File: src/rtl/autoconfig_pkg.sv
// Shared constants, state encodings and size decoding for the Zorro II AutoConfig host.
package autoconfig_pkg;

   // A23:A1 of $E80000; nibble n of the config ROM sits at word offset n
   localparam logic [22:0] AC_BASE_ADDR  = 23'h740000;
   localparam logic [4:0]  NIB_TYPE      = 5'd0;
   localparam logic [4:0]  NIB_PRODUCT   = 5'd2;
   localparam logic [4:0]  NIB_MFG       = 5'd8;
   localparam logic [4:0]  NIB_SERIAL    = 5'd12;
   localparam logic [6:0]  AC_BASE_REG   = 7'h24;
   localparam logic [6:0]  AC_SHUTUP_REG = 7'h26;
   localparam logic [3:0]  AC_FIRST_SLOT = 4'd2;
   localparam logic [4:0]  AC_SLOT_LIMIT = 5'd10;

   localparam logic [2:0]  SZ_8M = 3'b000;
   localparam logic [2:0]  SZ_2M = 3'b110;
   localparam logic [2:0]  SZ_4M = 3'b111;

   typedef enum logic [2:0] {
      StIdle, StReadRom, StDecide, StWrite, StReport, StFinish
   } acState_e;

   typedef enum logic [2:0] {
      BusIdle, BusC0, BusC1, BusC2, BusWait, BusC3, BusC4, BusC5
   } busState_e;

   // 1M slots occupied by a board; 0 means it can never fit the 2M-10M window
   function automatic logic [3:0] slotsFor(input logic [2:0] sizeCode);
      case (sizeCode)
         SZ_8M:   slotsFor = 4'd0;
         SZ_2M:   slotsFor = 4'd2;
         SZ_4M:   slotsFor = 4'd4;
         default: slotsFor = 4'd1;
      endcase
   endfunction

endpackage

File: src/rtl/autoconfig_master_if.sv
// 68000-style nibble bus between the AutoConfig host and the board chain.
interface autoconfig_master_if;
   logic        AS_n;
   logic        UDS_n;
   logic        RW;
   logic [22:0] ADDRESS;
   logic [3:0]  DATA_OUT;
   logic        DATA_OE;
   logic [3:0]  DATA_IN;
   logic        DTACK_n;

   modport master (
      output AS_n, UDS_n, RW, ADDRESS, DATA_OUT, DATA_OE,
      input  DATA_IN, DTACK_n
   );

   modport slave (
      input  AS_n, UDS_n, RW, ADDRESS, DATA_OUT, DATA_OE,
      output DATA_IN, DTACK_n
   );
endinterface

File: src/rtl/m68k_bus_cycle.sv
// Single 68000 bus cycle engine: strobe sequencing, DTACK synchroniser and DTACK timeout.
module m68k_bus_cycle
   import autoconfig_pkg::*;
#(
   parameter int unsigned DTACK_TIMEOUT = 255
) (
   input  logic        CLK,
   input  logic        RESET_n,
   input  logic        req,
   input  logic        rw,
   input  logic [22:0] addr,
   input  logic [3:0]  wdata,
   output logic        ack,
   output logic        timedOut,
   output logic [3:0]  rdata,
   autoconfig_master_if.master bus
);

   localparam logic [7:0] WaitLimit = 8'(DTACK_TIMEOUT - 1);

   busState_e  state;
   logic       dtackMeta;
   logic       dtackSync;
   logic [7:0] waitCnt;

   // Asynchronous reset returns the strobes high immediately, even mid-cycle
   always_ff @(posedge CLK or negedge RESET_n) begin
      if (!RESET_n) begin
         state        <= BusIdle;
         bus.AS_n     <= 1'b1;
         bus.UDS_n    <= 1'b1;
         bus.RW       <= 1'b1;
         bus.ADDRESS  <= '0;
         bus.DATA_OUT <= '0;
         bus.DATA_OE  <= 1'b0;
         dtackMeta    <= 1'b1;
         dtackSync    <= 1'b1;
         waitCnt      <= '0;
         ack          <= 1'b0;
         timedOut     <= 1'b0;
         rdata        <= '0;
      end else begin
         dtackMeta <= bus.DTACK_n;
         dtackSync <= dtackMeta;
         ack       <= 1'b0;
         case (state)
            BusIdle: begin
               if (req) begin
                  bus.ADDRESS  <= addr;
                  bus.RW       <= rw;
                  bus.DATA_OUT <= rw ? 4'h0 : wdata;
                  bus.DATA_OE  <= !rw;
                  timedOut     <= 1'b0;
                  state        <= BusC0;
               end
            end
            BusC0: begin
               bus.AS_n <= 1'b0;
               state    <= BusC1;
            end
            BusC1: begin
               bus.UDS_n <= 1'b0;
               state     <= BusC2;
            end
            BusC2: begin
               waitCnt <= '0;
               state   <= BusWait;
            end
            BusWait: begin
               if (!dtackSync) begin
                  state <= BusC3;
               end else if (waitCnt == WaitLimit) begin
                  bus.AS_n  <= 1'b1;
                  bus.UDS_n <= 1'b1;
                  timedOut  <= 1'b1;
                  state     <= BusC4;
               end else begin
                  waitCnt <= waitCnt + 8'd1;
               end
            end
            BusC3: begin
               rdata     <= bus.DATA_IN;
               bus.AS_n  <= 1'b1;
               bus.UDS_n <= 1'b1;
               state     <= BusC4;
            end
            BusC4: begin
               bus.ADDRESS  <= '0;
               bus.RW       <= 1'b1;
               bus.DATA_OUT <= '0;
               bus.DATA_OE  <= 1'b0;
               state        <= BusC5;
            end
            BusC5: begin
               ack   <= 1'b1;
               state <= BusIdle;
            end
            default: state <= BusIdle;
         endcase
      end
   end

endmodule

File: src/rtl/autoconfig_master.sv
// Zorro II AutoConfig host: reads each board's nibble ROM, assigns a 1M base or shuts it up.
// Optional feature AUTOCONFIG_SERIAL_EN: also reads nibbles 12-19 onto CFG_SERIAL.
module autoconfig_master
   import autoconfig_pkg::*;
#(
   parameter int unsigned MAX_BOARDS    = 8,
   parameter int unsigned DTACK_TIMEOUT = 255
) (
   input  logic        CLK,
   input  logic        RESET_n,
   input  logic        START,
   autoconfig_master_if.master bus,
   output logic        CFG_VALID,
   output logic [15:0] CFG_MFG,
   output logic [7:0]  CFG_PRODUCT,
   output logic [3:0]  CFG_BASE,
   output logic [31:0] CFG_SERIAL,
   output logic [3:0]  BOARD_COUNT,
   output logic        BUSY,
   output logic        DONE
);

   localparam logic [3:0] MaxCount = 4'(MAX_BOARDS);
`ifdef AUTOCONFIG_SERIAL_EN
   localparam logic [4:0] NibLast = NIB_SERIAL + 5'd7;
   logic [31:0] serial;
`else
   localparam logic [4:0] NibLast = NIB_SERIAL - 5'd1;
   assign CFG_SERIAL = '0;
`endif

   acState_e    state;
   logic        busReq;
   logic        busRw;
   logic [22:0] busAddr;
   logic [3:0]  busWdata;
   logic        busAck;
   logic        busTimedOut;
   logic [3:0]  busRdata;
   logic        waitAck;
   logic [4:0]  nib;
   logic        faulty;
   logic [2:0]  sizeCode;
   logic [7:0]  product;
   logic [15:0] mfg;
   logic [3:0]  nextBase;
   logic [3:0]  assignedBase;

   logic [3:0]  slots;
   logic [4:0]  aligned;
   logic [4:0]  placedEnd;
   logic        fits;

   m68k_bus_cycle #(
      .DTACK_TIMEOUT(DTACK_TIMEOUT)
   ) u_busCycle (
      .CLK     (CLK),
      .RESET_n (RESET_n),
      .req     (busReq),
      .rw      (busRw),
      .addr    (busAddr),
      .wdata   (busWdata),
      .ack     (busAck),
      .timedOut(busTimedOut),
      .rdata   (busRdata),
      .bus     (bus)
   );

   // Natural alignment: a board is placed on a multiple of its own slot count
   always_comb begin
      slots   = slotsFor(sizeCode);
      aligned = {1'b0, nextBase};
      if (slots == 4'd2) begin
         aligned = ({1'b0, nextBase} + 5'd1) & 5'b11110;
      end else if (slots == 4'd4) begin
         aligned = ({1'b0, nextBase} + 5'd3) & 5'b11100;
      end
      placedEnd = aligned + {1'b0, slots};
      fits      = !faulty && (slots != 4'd0) && (placedEnd <= AC_SLOT_LIMIT);
   end

   always_ff @(posedge CLK or negedge RESET_n) begin
      if (!RESET_n) begin
         state        <= StIdle;
         busReq       <= 1'b0;
         busRw        <= 1'b1;
         busAddr      <= '0;
         busWdata     <= '0;
         waitAck      <= 1'b0;
         nib          <= '0;
         faulty       <= 1'b0;
         sizeCode     <= '0;
         product      <= '0;
         mfg          <= '0;
         nextBase     <= AC_FIRST_SLOT;
         assignedBase <= '0;
         CFG_VALID    <= 1'b0;
         CFG_MFG      <= '0;
         CFG_PRODUCT  <= '0;
         CFG_BASE     <= '0;
         BOARD_COUNT  <= '0;
         BUSY         <= 1'b0;
         DONE         <= 1'b0;
`ifdef AUTOCONFIG_SERIAL_EN
         serial       <= '0;
         CFG_SERIAL   <= '0;
`endif
      end else begin
         busReq    <= 1'b0;
         CFG_VALID <= 1'b0;
         case (state)
            StIdle: begin
               if (START) begin
                  BUSY        <= 1'b1;
                  DONE        <= 1'b0;
                  BOARD_COUNT <= '0;
                  nextBase    <= AC_FIRST_SLOT;
                  nib         <= NIB_TYPE;
                  faulty      <= 1'b0;
                  waitAck     <= 1'b0;
                  state       <= StReadRom;
               end
            end
            StReadRom: begin
               if (!waitAck) begin
                  busReq  <= 1'b1;
                  busRw   <= 1'b1;
                  busAddr <= AC_BASE_ADDR + {18'd0, nib};
                  waitAck <= 1'b1;
               end else if (busAck) begin
                  waitAck <= 1'b0;
                  if (busTimedOut) begin
                     // Silence at nibble 0 means the chain is exhausted
                     if (nib == NIB_TYPE) begin
                        state <= StFinish;
                     end else begin
                        faulty <= 1'b1;
                        state  <= StDecide;
                     end
                  end else begin
                     if (nib == NIB_TYPE + 5'd1) begin
                        sizeCode <= busRdata[2:0];
                     end
                     if (nib >= NIB_PRODUCT && nib <= NIB_PRODUCT + 5'd1) begin
                        product <= {product[3:0], ~busRdata};
                     end
                     if (nib >= NIB_MFG && nib <= NIB_MFG + 5'd3) begin
                        mfg <= {mfg[11:0], ~busRdata};
                     end
`ifdef AUTOCONFIG_SERIAL_EN
                     if (nib >= NIB_SERIAL) begin
                        serial <= {serial[27:0], ~busRdata};
                     end
`endif
                     if (nib == NIB_TYPE && busRdata[3:2] != 2'b11) begin
                        state <= StFinish;
                     end else if (nib == NibLast) begin
                        state <= StDecide;
                     end else begin
                        nib <= nib + 5'd1;
                     end
                  end
               end
            end
            StDecide: begin
               if (fits) begin
                  busAddr      <= AC_BASE_ADDR + {16'd0, AC_BASE_REG};
                  busWdata     <= aligned[3:0];
                  assignedBase <= aligned[3:0];
                  nextBase     <= placedEnd[3:0];
               end else begin
                  busAddr      <= AC_BASE_ADDR + {16'd0, AC_SHUTUP_REG};
                  busWdata     <= 4'h0;
                  assignedBase <= 4'h0;
               end
               state <= StWrite;
            end
            StWrite: begin
               if (!waitAck) begin
                  busReq  <= 1'b1;
                  busRw   <= 1'b0;
                  waitAck <= 1'b1;
               end else if (busAck) begin
                  waitAck <= 1'b0;
                  state   <= StReport;
               end
            end
            StReport: begin
               CFG_VALID   <= 1'b1;
               CFG_MFG     <= mfg;
               CFG_PRODUCT <= product;
               CFG_BASE    <= assignedBase;
`ifdef AUTOCONFIG_SERIAL_EN
               CFG_SERIAL  <= serial;
`endif
               BOARD_COUNT <= BOARD_COUNT + 4'd1;
               faulty      <= 1'b0;
               nib         <= NIB_TYPE;
               state       <= (BOARD_COUNT + 4'd1 == MaxCount) ? StFinish : StReadRom;
            end
            StFinish: begin
               DONE  <= 1'b1;
               BUSY  <= 1'b0;
               state <= StIdle;
            end
            default: state <= StIdle;
         endcase
      end
   end

endmodule

File: src/flat_wrapper.sv
// flat-port wrapper written by rule: the top's interface ports become plain ports
module autoconfig_master_flat import autoconfig_pkg::*;
#(
   parameter int unsigned MAX_BOARDS    = 8,
   parameter int unsigned DTACK_TIMEOUT = 255
)
  (CLK, RESET_n, START, CFG_VALID, CFG_MFG, CFG_PRODUCT, CFG_BASE, CFG_SERIAL, BOARD_COUNT, BUSY, DONE, bus_AS_n, bus_UDS_n, bus_RW, bus_ADDRESS, bus_DATA_OUT, bus_DATA_OE, bus_DATA_IN, bus_DTACK_n);
  autoconfig_master_if bus_i ();
  input  logic CLK;
  input  logic RESET_n;
  input  logic START;
  output logic CFG_VALID;
  output logic [15:0] CFG_MFG;
  output logic [7:0] CFG_PRODUCT;
  output logic [3:0] CFG_BASE;
  output logic [31:0] CFG_SERIAL;
  output logic [3:0] BOARD_COUNT;
  output logic BUSY;
  output logic DONE;
  output wire logic [$bits(bus_i.AS_n)-1:0] bus_AS_n;
  output wire logic [$bits(bus_i.UDS_n)-1:0] bus_UDS_n;
  output wire logic [$bits(bus_i.RW)-1:0] bus_RW;
  output wire logic [$bits(bus_i.ADDRESS)-1:0] bus_ADDRESS;
  output wire logic [$bits(bus_i.DATA_OUT)-1:0] bus_DATA_OUT;
  output wire logic [$bits(bus_i.DATA_OE)-1:0] bus_DATA_OE;
  input wire logic [$bits(bus_i.DATA_IN)-1:0] bus_DATA_IN;
  input wire logic [$bits(bus_i.DTACK_n)-1:0] bus_DTACK_n;
  assign bus_AS_n = bus_i.AS_n;
  assign bus_UDS_n = bus_i.UDS_n;
  assign bus_RW = bus_i.RW;
  assign bus_ADDRESS = bus_i.ADDRESS;
  assign bus_DATA_OUT = bus_i.DATA_OUT;
  assign bus_DATA_OE = bus_i.DATA_OE;
  assign bus_i.DATA_IN = bus_DATA_IN;
  assign bus_i.DTACK_n = bus_DTACK_n;
  autoconfig_master #(.MAX_BOARDS(MAX_BOARDS), .DTACK_TIMEOUT(DTACK_TIMEOUT)) u_core (.CLK(CLK), .RESET_n(RESET_n), .START(START), .bus(bus_i), .CFG_VALID(CFG_VALID), .CFG_MFG(CFG_MFG), .CFG_PRODUCT(CFG_PRODUCT), .CFG_BASE(CFG_BASE), .CFG_SERIAL(CFG_SERIAL), .BOARD_COUNT(BOARD_COUNT), .BUSY(BUSY), .DONE(DONE));
endmodule
File: config.mk
export PLATFORM = sky130hd
export DESIGN_NAME = autoconfig_master_flat
export DESIGN_NICKNAME = d
export VERILOG_FILES = /design/src/rtl/autoconfig_pkg.sv /design/src/rtl/autoconfig_master_if.sv /design/src/rtl/m68k_bus_cycle.sv /design/src/rtl/autoconfig_master.sv /design/src/flat_wrapper.sv
export SDC_FILE = /design/constraint.sdc
export NUM_CORES = 1
export LEC_CHECK = 0
export BUFFER_PORTS_ARGS = -buffer_cell sky130_fd_sc_hd__buf_2
export CORE_MARGIN = 4
export CORE_UTILIZATION = 35
export CTS_BUF_LIST = sky130_fd_sc_hd__clkbuf_4 sky130_fd_sc_hd__clkbuf_8 sky130_fd_sc_hd__clkbuf_16
export DETAILED_ROUTE_END_ITERATION = 16
export PLACE_DENSITY = 0.57
export SLEW_MARGIN = 20
export SYNTH_ARGS = -nofsm -noshare
export SYNTH_HDL_FRONTEND = slang
export SYNTH_SLANG_ARGS = --single-unit
File: constraint.sdc
create_clock -name CLK -period 4.1 [get_ports CLK]
set_clock_uncertainty 0.05 [all_clocks]
set_input_delay 0 -clock CLK [delete_from_list [all_inputs] [get_ports CLK]]
set_output_delay 0 -clock CLK [all_outputs]
set_load 0.02 [all_outputs]
### Word level (Yosys, flattened, before mapping)

Index checks and enable logic that the tools add are counted.

| cells by class | value |
|---|---|
| add/subtract/negate cells | 7 |
| $lt $le $gt $ge | 5 |
| eq/ne operators | 40 |
| multiplexer cells | 71 |
| bitwise gates (word level) | 2 |
| reductions and logical operators | 43 |

Operator list:

| operator | count |
|---|---|
| one-hot mux 23 bit (2 select lines) | 2 |
| 2-to-1 mux 23 bit | 2 |
| 2-to-1 mux 5 bit | 8 |
| 2-to-1 mux 3 bit | 13 |
| != test 2 bit (second input constant) | 14 |
| equality test 3 bit (second input constant) | 9 |
| 2-to-1 mux 4 bit | 6 |
| one-hot mux 3 bit (8 select lines) | 1 |
| one-hot mux 4 bit (2 select lines) | 3 |
| adder 21 x 6 -> 22 bit (first input constant) | 1 |
| 2-to-1 mux 1 bit | 19 |
| nonzero test 2 bit | 9 |
| 2-to-1 mux 8 bit | 2 |
| one-hot mux 8 bit (2 select lines) | 1 |
| equality test 3 x 2 -> 1 bit (second input constant) | 5 |
| one-hot mux 3 bit (5 select lines) | 1 |
| one-hot mux 5 bit (3 select lines) | 1 |
| AND reduction 3 bit | 5 |
| AND reduction 5 bit | 3 |
| one-hot mux 1 bit (2 select lines) | 7 |
| AND reduction 2 bit | 6 |
| AND reduction 6 bit | 2 |
| less-or-equal comparator 5 x 4 -> 1 bit (second input constant) | 2 |
| logical NOT 3 bit | 3 |
| other kinds (30) | 43 |

| word-level totals | value |
|---|---|
| register bits after elaboration | 155 |
| input bits | 8 |
| word-level logic and storage cells | 200 |

### Longest topological paths before layout

| logic depth | value |
|---|---|
| depth in word-level cells | 10 |
| depth in mapped cells | 14 |
| depth with buffers taken out | 14 |

### Modules after synthesis

From an unflattened synthesis, not the netlist that was laid out.

| unflattened totals | value |
|---|---|
| cell total of the unflattened synthesis | 534 |
| area, all modules | 6367.4 um2 |

By module, submodules not included:

| module | times used | cells each | area each (um2) | sequential area each (um2) |
|---|---|---|---|---|
| autoconfig_master | 1 | 373 | 4314.1 | 2229.6 |
| m68k_bus_cycle | 1 | 161 | 2053.2 | 1257.5 |

### Worst setup path before layout

OpenSTA, ideal clock, no wires.

| path | value |
|---|---|
| kind | reg2reg |
| start | register u_core.nextBase[1] |
| end | register u_core.busAddr[1] |
| data arrival time | 2673 ps |
| path slack | 1251 ps |
| cell stages (with the launch flop) | 15 |
| buffers on the path | 0 |
| cells stage by stage | dfstp_2 -> inv_1 -> ha_1 -> nand2_1 -> o21ai_0 -> nor2_1 -> xnor2_1 -> inv_1 -> ha_1 -> nor2b_1 -> nor3_1 -> a221oi_1 -> o211ai_1 -> a21o_1 -> a221o_1 |

| between the ends | value |
|---|---|
| word-level cells in the longest chain between the ends | 8 |

Ends and longest elaborated chain:

| what | line | RTL |
|---|---|---|
| start: declaration | autoconfig_master.sv:46 | `logic [3:0] nextBase;` |
| start signal: assignment | autoconfig_master.sv:170 | `nextBase <= placedEnd[3:0];` |
| adder 4 x 2 -> 5 bit | autoconfig_master.sv:76 | `aligned = ({1'b0, nextBase} + 5'd3) & 5'b11100;` |
| 2-to-1 mux 5 bit | autoconfig_master.sv:75 | `end else if (slots == 4'd4) begin` |
| 2-to-1 mux 5 bit * | autoconfig_master.sv:73 | `if (slots == 4'd2) begin` |
| adder 5 x 3 -> 5 bit * | autoconfig_master.sv:78 | `placedEnd = aligned + {1'b0, slots};` |
| less-or-equal comparator 5 x 4 -> 1 bit * | autoconfig_master.sv:79 | `fits = !faulty && (slots != 4'd0) && (placedEnd <= AC_SLOT_LIMIT);` |
| logical AND 1 bit * | autoconfig_master.sv:79 |  |
| 2-to-1 mux 2 bit * | autoconfig_master.sv:166 | `if (fits) begin` |
| one-hot mux 23 bit (2 select lines) * | autoconfig_master.sv:111 | `case (state)` |
| end signal: assignment | autoconfig_master.sv:128 | `busAddr <= AC_BASE_ADDR + {18'd0, nib};` |
| end signal: assignment | autoconfig_master.sv:167 | `busAddr <= AC_BASE_ADDR + {16'd0, AC_BASE_REG};` |
| end signal: assignment | autoconfig_master.sv:172 | `busAddr <= AC_BASE_ADDR + {16'd0, AC_SHUTUP_REG};` |
| end: declaration | autoconfig_master.sv:35 | `logic [22:0] busAddr;` |

Mark *: on every way between the ends. The rest lies on a longest branch, timed or not.
A chain may end at the register's enable or synchronous reset.

### Final worst setup path

Same ends and word-level chain as after synthesis.

==> flow_summary_export.csv <==
group,metric,value,unit
clock_network,htree_levels,4,
clock_network,cts.clk_slew.worst_paths,0.06,ns
final_layout,drive_above_1_share,19.56,%
floorplan,die_x,137.8,um
yosys,synth_edf_count,0,
place,portBuffers,60,
clock_network,cts_tree,"yes",
timing,maxSlewHeadroom,40.54,%
routing,dr_total_vias,4232,
routing,drc,0,
yosys,synth_top_area_share,49.24,%
run_status,status,"completed",
place,placedCellCount,861,
routing,drt_iter0_drc,137,
yosys,ys_top_cells_by_area,"dfrtp_1, nand2_1, buf_4",
setup_path,cp-end-kind,"register",
floorplan,initial_core_util,35.68,%
clock_network,cts_setup_buffers,0,
yosys,yosysMostFrequentCell,"nand2_1",
power,ir_drop,0.0003696,V
timing,setup_tns,0,ns
timing,clock.fmax,309.5,MHz
flow_run,drv_cap,0,
final_layout,fillers,1628,
yosys,yosys.cell_types.count,58,
global_route,grt_overflow,0,
final_layout,final_cells,900,
yosys,syn_inst,605,
timing,finalHoldViolCount,0,
routing,vias_per_cell,4.702,
global_route,grt_use_total,13.46,%
yosys,synth_seq_cells,123,
final_layout,design_area,6874,um^2
final_layout,utilization,41.60,%
place,dp_slack,0.9403,ns
timing,period_minus_slack,3.231,ns
setup_path,cp-start-kind,"register",
timing,rsz0062_at_grt,"no",
timing,worst_slack,0.8693,ns
yosys,ys_warn_count,0,
routing,wl_per_cell,13.63,um
yosys,syn_area_per_cell,9.745,um^2
power,cellLeakagePower,3.446,nW
floorplan,io_pins,106,
final_layout,multi_input_area,2424,um^2
yosys,synth_commonest_cells,"nand2_1, dfrtp_1, buf_4",
clock_network,clkLatencyLatePin,0.40,ns
final_layout,seq_area,3087,um^2
global_route,grt_pass1_vias,4095,
yosys,synth_ff_type,"dfrtp_1",
floorplan,die_area,18980,um^2
yosys,synth_area,5896,um^2
setup_path,crit_required,4.34,ns
floorplan,die_h,137.8,um
timing,slew_viol_final,0,
global_route,antenna_found_initial,0,
clock_network,cts_made_buffers,17,
floorplan,rows,47,
final_layout,syn_to_final_growth,16.60,%
final_layout,nets,687,
final_layout,diodes,0,
floorplan,fp.coreArea,16520,um^2
setup_path,cp_max_fo,5,
place,place_hpwl,8792,um
global_route,grt_start_max_net_pins,65,
power,p_per_area,608.4,nW/um^2
global_route,grt_pass1_wl,20270,um
setup_path,worstSetupPathType,"register to register",
setup_path,arrival,3.47,ns
clock_network,hold_buffers,7,
place,postPlaceCellArea,6203,um^2
clock_network,cts_root_buf,"clkbuf_16",
yosys,ys_async_sr_fraction,100.0,%
min_path,hold_path_class,"input port to async pin",
yosys,synth_area_leader_cell,"dfrtp_1",
yosys,yosysSeqAreaShare,52.36,%
timing,tightest_slew,0.8910,ns
timing,fin_crit_sh,78.80,%
routing,ant_nets,0,
clock_network,clockBufferDepth,2,
routing,drt-total-wl,12270,um
timing,setup_viol,0,
clock_network,ctsResizeCount,0,
routing,drt-pass1-iter-count,4,
clock_network,cts_sinks,123,
place,gp_congestion,0.9088,
-- path summary, 6_finish.rpt --
path / start / end / slack [ns] / cells past startpoint
hold reg to reg: u_core.u_busCycle.dtackMeta / u_core.u_busCycle.dtackSync / 0.31 / 0
hold / removal: RESET_n / u_core.CFG_PRODUCT[4] / 0.17 / 2
setup / recovery: u_core.nextBase[1] / u_core.busAddr[1] / 0.87 / 14
min in group CLK: bus_DTACK_n / u_core.u_busCycle.dtackMeta / 0.19 / 2
setup reg to reg: u_core.nextBase[1] / u_core.busAddr[1] / 0.87 / 14
max in group asynchronous: RESET_n / u_core.nextBase[1] / 2.87 / 3
-- layout by cell type (no fill, tap or decap), drive strengths merged, types with 3 or more instances in the layout --
| cell | count |
|---|---|
| a211oi | 3 |
| a21oi | 24 |
| a31oi | 4 |
| and3 | 4 |
| buf | 63 |
| clkbuf | 19 |
| clkinv | 7 |
| conb | 45 |
| dfrtp | 116 |
| dfstp | 7 |
| dlygate4sd3 | 7 |
| ha | 11 |
| inv | 28 |
| mux2 | 23 |
| mux2i | 5 |
| nand2 | 141 |
| nand3 | 6 |
| nand4 | 8 |
| nor2 | 37 |
| nor2b | 3 |
| nor3 | 6 |
| nor3b | 5 |
| o21ai | 39 |
| o22a | 4 |
| o22ai | 5 |
| o31ai | 5 |
| or2 | 3 |
| xnor2 | 5 |
| xor2 | 11 |
-- metrics by stage --
step           power [mW]  hold slack, ns
2_1_floorplan       2.463         -0.3456
3_3_place_gp        2.698         0.05674
3_5_place_dp        2.721         0.05732
4_1_cts             4.226          0.1665
5_1_grt             4.451          0.1917
6_report            4.182          0.1717
-- kinds of logic after synthesis --
logic type,synth area share [%]
buffers and inverters,9.423
AND/OR/NAND/NOR,16.19
adder cells (fa/ha/maj),2.844
XOR/XNOR,2.377
other,0.06361
AO/OA/AOI/OAI,11.50
multiplexers,5.242
flip-flops,52.36
-- state kept, by name, indices dropped and copies added, names as in the netlist, 4 cells and up --
name and flops:
u_core.CFG_PRODUCT 8, u_core.u_busCycle.bus.DATA_OUT 4, u_core.u_busCycle.waitCnt 8, u_core.BOARD_COUNT 4
u_core.u_busCycle.rdata 4, u_core.nextBase 4, u_core.mfg 16, u_core.nib 5
u_core.product 8, u_core.assignedBase 4, u_core.u_busCycle.bus.ADDRESS 7, u_core.busAddr 7
u_core.CFG_BASE 4, u_core.CFG_MFG 16
-- critical path, cell delays in order (launching register included) --
cell,delay [ns]
dfstp_2,0.55
inv_1,0.06
ha_1,0.17
nand2_1,0.10
o21ai_0,0.10
nor2_1,0.13
xnor2_1,0.15
inv_1,0.07
ha_1,0.33
nor2b_1,0.25
nor3_1,0.08
a221oi_1,0.28
o211ai_1,0.20
a21o_1,0.26
a221o_1,0.34
-- final cells by class --
cell class / count / area share [%]
inverters: 26 / 1.420
repair buffers: 70 / 5.752
clock buffers: 19 / 6.589
flip-flops and latches: 123 / 44.90
clock inverters: 13 / 2.075
multi-input cells: 429 / 35.26
well taps: 220 / 4.004
-- per-layer routing --
layer	wire [um]	GRT usage (%)	up-vias
met1	5906	18.99	2031
li1	-	-	2079
met5	0	0	-
met4	203	4.555	0
met3	638	3.689	17
met2	5521	19.98	105
-- report_power, final --
group / switching [mW] / internal, mW / leakage [nW] / total, mW
Clock: 0.550 / 0.930 / 0.290 / 1.48
Sequential: 0.246 / 1.44 / 1.64 / 1.69
Combinational: 0.666 / 0.349 / 1.51 / 1.01
(Power assumes the default switching activity.)
